--- config.mk ---
export PLATFORM = sky130hd
export DESIGN_NAME = jstk_spi_xfer
export DESIGN_NICKNAME = d
export VERILOG_FILES = /design/src/rtl/jstk_pkg.sv /design/src/rtl/spi_byte_shifter.sv /design/src/rtl/jstk_spi_xfer.sv
export SDC_FILE = /design/constraint.sdc
export NUM_CORES = 1
export LEC_CHECK = 0
export ABC_CLOCK_PERIOD_IN_PS = 3000
export CAP_MARGIN = 10
export CORE_ASPECT_RATIO = 1.5
export CORE_MARGIN = 5
export CORE_UTILIZATION = 42
export CTS_CLUSTER_DIAMETER = 40
export DETAILED_ROUTE_END_ITERATION = 10
export SLEW_MARGIN = 5
export SYNTH_ARGS = -nofsm -noshare
export SYNTH_HDL_FRONTEND = slang
export SYNTH_SLANG_ARGS = --single-unit
--- constraint.sdc ---
create_clock -name CLK -period 3 [get_ports CLK]
set_input_delay 0.75 -clock CLK [delete_from_list [all_inputs] [get_ports CLK]]
set_output_delay 0.75 -clock CLK [all_outputs]
set_load 0.02 [all_outputs]
--- src/rtl/jstk_pkg.sv ---
// rtl/jstk_pkg.sv - PmodJSTK SPI transfer: state encoding, command prefix, timing defaults, byte indices
package jstk_pkg;

  typedef enum logic [2:0] {
    ST_IDLE,
    ST_SETUP,
    ST_SHIFT,
    ST_GAP,
    ST_DONE
  } jstk_state_t;

  localparam logic [5:0] JSTK_CMD_PREFIX = 6'b100000;

  localparam int DEF_SCLK_HALF    = 66;
  localparam int DEF_SS_SETUP_CYC = 1500;
  localparam int DEF_BYTE_GAP_CYC = 1000;
  localparam int DEF_NUM_BYTES    = 5;

  // Position of each field's byte within the received frame (byte0 first on the wire).
  localparam int BYTE_X_LO = 0;
  localparam int BYTE_X_HI = 1;
  localparam int BYTE_Y_LO = 2;
  localparam int BYTE_Y_HI = 3;
  localparam int BYTE_BTN  = 4;

endpackage

--- src/rtl/spi_byte_shifter.sv ---
// rtl/spi_byte_shifter.sv - 8-bit SPI mode-0 shift engine with SCLK generation and byte_done pulse
module spi_byte_shifter #(
  parameter int SCLK_HALF = 66
) (
  input  logic       CLK,
  input  logic       RST,
  input  logic       start,
  input  logic [7:0] tx_byte,
  input  logic       MISO,
  output logic       SCLK,
  output logic       MOSI,
  output logic [7:0] rx_byte,
  output logic       byte_done
);

  localparam int HW = $clog2(SCLK_HALF + 1);

  logic          running;
  logic [HW-1:0] half_cnt;
  logic [2:0]    bit_cnt;
  logic [7:0]    tx_sh;

  always_ff @(posedge CLK) begin
    if (!RST) begin
      running   <= 1'b0;
      half_cnt  <= '0;
      bit_cnt   <= '0;
      tx_sh     <= '0;
      rx_byte   <= '0;
      SCLK      <= 1'b0;
      MOSI      <= 1'b0;
      byte_done <= 1'b0;
    end else begin
      byte_done <= 1'b0;
      if (start && !running) begin
        running  <= 1'b1;
        half_cnt <= '0;
        bit_cnt  <= '0;
        tx_sh    <= tx_byte;
        MOSI     <= tx_byte[7];
        SCLK     <= 1'b0;
      end else if (running) begin
        if (half_cnt == HW'(SCLK_HALF - 1)) begin
          half_cnt <= '0;
          if (!SCLK) begin
            SCLK    <= 1'b1;
            rx_byte <= {rx_byte[6:0], MISO};
          end else begin
            // MOSI only moves on the falling edge so it is stable across the next rise.
            SCLK <= 1'b0;
            if (bit_cnt == 3'd7) begin
              running   <= 1'b0;
              byte_done <= 1'b1;
            end else begin
              bit_cnt <= bit_cnt + 3'd1;
              tx_sh   <= {tx_sh[6:0], 1'b0};
              MOSI    <= tx_sh[6];
            end
          end
        end else begin
          half_cnt <= half_cnt + 1'b1;
        end
      end
    end
  end

endmodule

--- src/rtl/jstk_spi_xfer.sv ---
// rtl/jstk_spi_xfer.sv - PmodJSTK SPI frame master; JSTK_DECODE_EN adds x_pos/y_pos/btn outputs
module jstk_spi_xfer
  import jstk_pkg::*;
#(
  parameter int SCLK_HALF    = DEF_SCLK_HALF,
  parameter int SS_SETUP_CYC = DEF_SS_SETUP_CYC,
  parameter int BYTE_GAP_CYC = DEF_BYTE_GAP_CYC,
  parameter int NUM_BYTES    = DEF_NUM_BYTES
) (
  input  logic                   CLK,
  input  logic                   RST,
  input  logic                   sndRec,
  input  logic [1:0]             leds,
  input  logic                   MISO,
  output logic                   SS,
  output logic                   SCLK,
  output logic                   MOSI,
  output logic                   busy,
  output logic                   data_valid,
`ifdef JSTK_DECODE_EN
  output logic [9:0]             x_pos,
  output logic [9:0]             y_pos,
  output logic [2:0]             btn,
`endif
  output logic [8*NUM_BYTES-1:0] jstk_data
);

  localparam int CNT_MAX = (SS_SETUP_CYC > BYTE_GAP_CYC) ? SS_SETUP_CYC : BYTE_GAP_CYC;
  localparam int CW      = $clog2(CNT_MAX + 1);
  localparam int BW      = $clog2(NUM_BYTES + 1);
  localparam int DW      = 8 * NUM_BYTES;

  jstk_state_t   state;
  logic [CW-1:0] cnt;
  logic [BW-1:0] byte_cnt;
  logic [2:0]    snd_sync;
  logic [7:0]    tx;
  logic [DW-1:0] rx;
  logic [7:0]    rx_byte;
  logic          byte_done;
  logic          start_edge;
  logic          sh_start;

  assign start_edge = snd_sync[1] & ~snd_sync[2];

  // Shifter is launched on the last counted cycle so SETUP/GAP last exactly their cycle count.
  assign sh_start = ((state == ST_SETUP) && (cnt == CW'(SS_SETUP_CYC - 1))) ||
                    ((state == ST_GAP)   && (cnt == CW'(BYTE_GAP_CYC - 1)));

  spi_byte_shifter #(.SCLK_HALF(SCLK_HALF)) u_shifter (
    .CLK      (CLK),
    .RST      (RST),
    .start    (sh_start),
    .tx_byte  (tx),
    .MISO     (MISO),
    .SCLK     (SCLK),
    .MOSI     (MOSI),
    .rx_byte  (rx_byte),
    .byte_done(byte_done)
  );

  always_ff @(posedge CLK) begin
    if (!RST) begin
      state      <= ST_IDLE;
      cnt        <= '0;
      byte_cnt   <= '0;
      snd_sync   <= '0;
      tx         <= '0;
      rx         <= '0;
      SS         <= 1'b1;
      busy       <= 1'b0;
      data_valid <= 1'b0;
      jstk_data  <= '0;
`ifdef JSTK_DECODE_EN
      x_pos      <= '0;
      y_pos      <= '0;
      btn        <= '0;
`endif
    end else begin
      snd_sync   <= {snd_sync[1:0], sndRec};
      data_valid <= 1'b0;
      case (state)
        ST_IDLE: begin
          SS <= 1'b1;
          if (start_edge) begin
            busy     <= 1'b1;
            SS       <= 1'b0;
            tx       <= {JSTK_CMD_PREFIX, leds};
            cnt      <= '0;
            byte_cnt <= '0;
            state    <= ST_SETUP;
          end
        end
        ST_SETUP: begin
          cnt <= cnt + 1'b1;
          if (sh_start) state <= ST_SHIFT;
        end
        ST_SHIFT: begin
          if (byte_done) begin
            rx       <= {rx[DW-9:0], rx_byte};
            byte_cnt <= byte_cnt + 1'b1;
            cnt      <= '0;
            tx       <= 8'h00;
            state    <= (byte_cnt == BW'(NUM_BYTES - 1)) ? ST_DONE : ST_GAP;
          end
        end
        ST_GAP: begin
          cnt <= cnt + 1'b1;
          if (sh_start) state <= ST_SHIFT;
        end
        ST_DONE: begin
          SS         <= 1'b1;
          jstk_data  <= rx;
          data_valid <= 1'b1;
          busy       <= 1'b0;
`ifdef JSTK_DECODE_EN
          x_pos      <= {rx[8*(NUM_BYTES-1-BYTE_X_HI) +: 2], rx[8*(NUM_BYTES-1-BYTE_X_LO) +: 8]};
          y_pos      <= {rx[8*(NUM_BYTES-1-BYTE_Y_HI) +: 2], rx[8*(NUM_BYTES-1-BYTE_Y_LO) +: 8]};
          btn        <= rx[8*(NUM_BYTES-1-BYTE_BTN) +: 3];
`endif
          state      <= ST_IDLE;
        end
        default: state <= ST_IDLE;
      endcase
    end
  end

endmodule
==> results.yml <==
timing:
  max_freq_mhz: 450
  setup_viol: 0
  finalCritPeriodShare_pct: 74.2
  worst_clock_skew_ps: 6.52
  setup_tns_ps: 0
  period_minus_slack_ps: 2220
  worst_slack_ps: 775
  slew_violations: 0
  slew_headroom_pct: 47.0
  rsz0062_at_grt: "false"
  hold_viol: 0
  tightestPinTransition_ps: 788
die:
  die_w_microns: 100
  die_area_sq_um: 14500
  num_rows: 49
  placeableCoreArea_sq_um: 12000
  die_height_microns: 145
  io_pins: 51
  initial_core_util_pct: 42.6
clock_network:
  ctsRootBufferMaster: "clkbuf_16"
  cts_sinks: 135
  ctsHtreeMaxLevel: 4
  cts_tree: "yes"
  post_cts_buffers: 0
  cts_buffers: 17
  clk_latency_ps: 410
  cts_max_path_buffers: 2
  clk_pin_slew_ps: 50
  holdBufCountCts: 0
  ctsResizeCount: 0
yosys:
  synth.avg_cell_area_sq_um: 8.47
  post-synth-top-area-cell: "dfxtp_1"
  synth_nets: 615
  synth-edff-count: 0
  synth_most_common_cell: "nand2_1"
  synth_area_leaders: "dfxtp_1 (53%), nand2_1 (13%), a21oi_1 (8.8%), mux2i_1 (3.3%), nor2_1 (3.2%)"
  yosys_warnings: 0
  ys_seq_area_share_pct: 53.0
  syn_inst: 602
  synth_area_sq_um: 5100
  yosysTopAreaCellShare_pct: 53.0
  synth-seq-cells: 135
  ys_async_sr_fraction_pct: 0
  synth_cell_types: 48
  synth_ff_type: "dfxtp_1"
  yosys-top-cells-count: "nand2_1 (179), dfxtp_1 (135), a21oi_1 (90), nor2_1 (44), clkbuf_1 (24)"
layout:
  drive_gt1_share_pct: 7.61
  postLayoutCoreUtil_pct: 52.5
  diodes: 0
  synthToLayoutAreaGrowth_pct: 23.2
  fillerInstances: 1131
  multi_input_area_sq_um: 2230
  fin_nets: 659
  seq_area_sq_um: 2700
hold_path:
  holdCritPathClass: "register to register"
routing:
  drtIter0Drc: 157
  drc_errors: 0
  vias: 4129
  routed_wl_microns: 10900
  wire_per_inst_microns: 13.4
  vias_per_cell: 5.10
  drt_pass1_iterations: 4
  ant_nets: 0
placed_design:
  dpl.hpwl_microns: 7190
  place.port_buffers: 50
  gp_congestion: 0.817
  pre_cts_slack_ps: 959
setup_path:
  cp-endpoint: "SCLK"
  slowest_delay_ps: 650
  required_ps: 2250
  critPathKind: "register to output port"
  worstReg2RegEnd: "u_shifter.rx_byte[0]"
  critPathTopFamily: "buffers and inverters"
  cp-start-kind: "register"
  reg2reg_setup_slack_ps: 960
  cp_num_cells: 1
  crit_fanout: 5
  cp_cell_sequence: "clkdlybuf4s50_1"
  cp_slowest_cell: "clkdlybuf4s50_1"
  ff2ff_path_depth: 6
  worstReg2RegStart: "u_shifter.half_cnt[0]"
  arrival_ps: 1470
  path_buf_inv: 1
  setup.worst_path.start: "u_shifter.SCLK"
  cp-end-kind: "output port"
power_and_ir_drop:
  ir_drop_mv: 0.414
  leakage_nw: 2.08
  p_per_area_nw_per_um2: 601
  p_total_w: 0.00377
grt:
  antenna_found_initial: 0
  first_global_vias: 4048
  grtUsageTotal_pct: 15.6
  grt_pass1_wl_microns: 18600
  grt_max_degree: 43
  grt.overflow.total: 0
outcome:
  status: "completed"
flow_run:
  max_cap_violations: 0
-- power by group --
group,leakage [nW],total (W),switching (W),internal [W]
clock,0.264,0.00190,0.000732,0.00117
combinational,0.731,0.0000713,0.0000474,0.0000239
sequential,1.09,0.00180,0.00000494,0.00180
-- flip-flops by register name (all words and copies together) (netlist names), 3 cells and up --
signal,count
jstk_data,40
rx,40
cnt,11
u_shifter.rx_byte,8
u_shifter.half_cnt,7
u_shifter.tx_sh,7
byte_cnt,3
snd_sync,3
state,3
tx,3
u_shifter.bit_cnt,3
-- cell type report --
| cell class | instances | area share (%) |
|---|---|---|
| sequential | 135 | 43.0 |
| clock inverter | 9 | 1.26 |
| inverter | 8 | 0.478 |
| tap | 153 | 3.05 |
| multi-input combinational | 426 | 35.5 |
| timing repair buffer | 58 | 9.33 |
| clock buffer | 21 | 7.33 |
-- stage by stage --
stage	hold slack, ps	cell area (sq um)	std cells
after global routing	451	6280	810
final	440	6280	810
after CTS	443	6280	810
after global placement	426	5740	780
after detailed placement	428	5740	780
after floorplan	412	5100	602
-- cell families (layout without fill, tap and decap cells) --
| group | Yosys count | count (layout) | synth area share, % |
|---|---|---|---|
| AOI/OAI and AO/OA | 110 | 110 | 12.3 |
| muxes | 18 | 18 | 3.56 |
| and+or+nand+nor | 277 | 277 | 23.7 |
| adders and majority gates | 7 | 7 | 1.72 |
| buffers and inverters | 41 | 96 | 3.29 |
| xor gates and xnor gates | 14 | 14 | 2.41 |
| DFF | 135 | 135 | 53.0 |
-- placed cells by master, fill, tap and decap left out, drive strengths merged, types with 3 or more instances in the layout --
master         synthesis  layout
a21oi                 91      91
and2                   5       5
buf                    9       8
clkbuf                24      21
clkdlybuf4s50          0      50
clkinv                 0       6
dfxtp                135     135
ha                     7       7
inv                    8       8
mux2i                 17      17
nand2                180     180
nand2b                 3       3
nand3                  9       9
nand3b                 3       3
nand4                  5       5
nor2                  45      45
nor2b                  3       3
nor3                   8       8
nor4b                  3       3
o21ai                  6       6
xnor2                  8       8
xor2                   6       6
-- how the worst min path moves through the flow --
stage / cells past startpoint / start / endpoint / slack (ps)
floorplan: 1 / snd_sync[0] / snd_sync[1] / 410
global placement: 1 / snd_sync[0] / snd_sync[1] / 430
detailed placement: 1 / snd_sync[0] / snd_sync[1] / 430
CTS: 1 / snd_sync[0] / snd_sync[1] / 440
global route: 1 / snd_sync[0] / snd_sync[1] / 450
finish: 1 / snd_sync[0] / snd_sync[1] / 440
-- metal layers --
metal | up-vias | global-route usage [%] | wire length (microns)
met5 | - | 0 | 0
met4 | 0 | 5.54 | 167
met3 | 15 | 4.47 | 383
met2 | 75 | 27.1 | 5590
met1 | 1955 | 17.9 | 4730
li1 | 2084 | - | -
(Power assumes the default switching activity.)
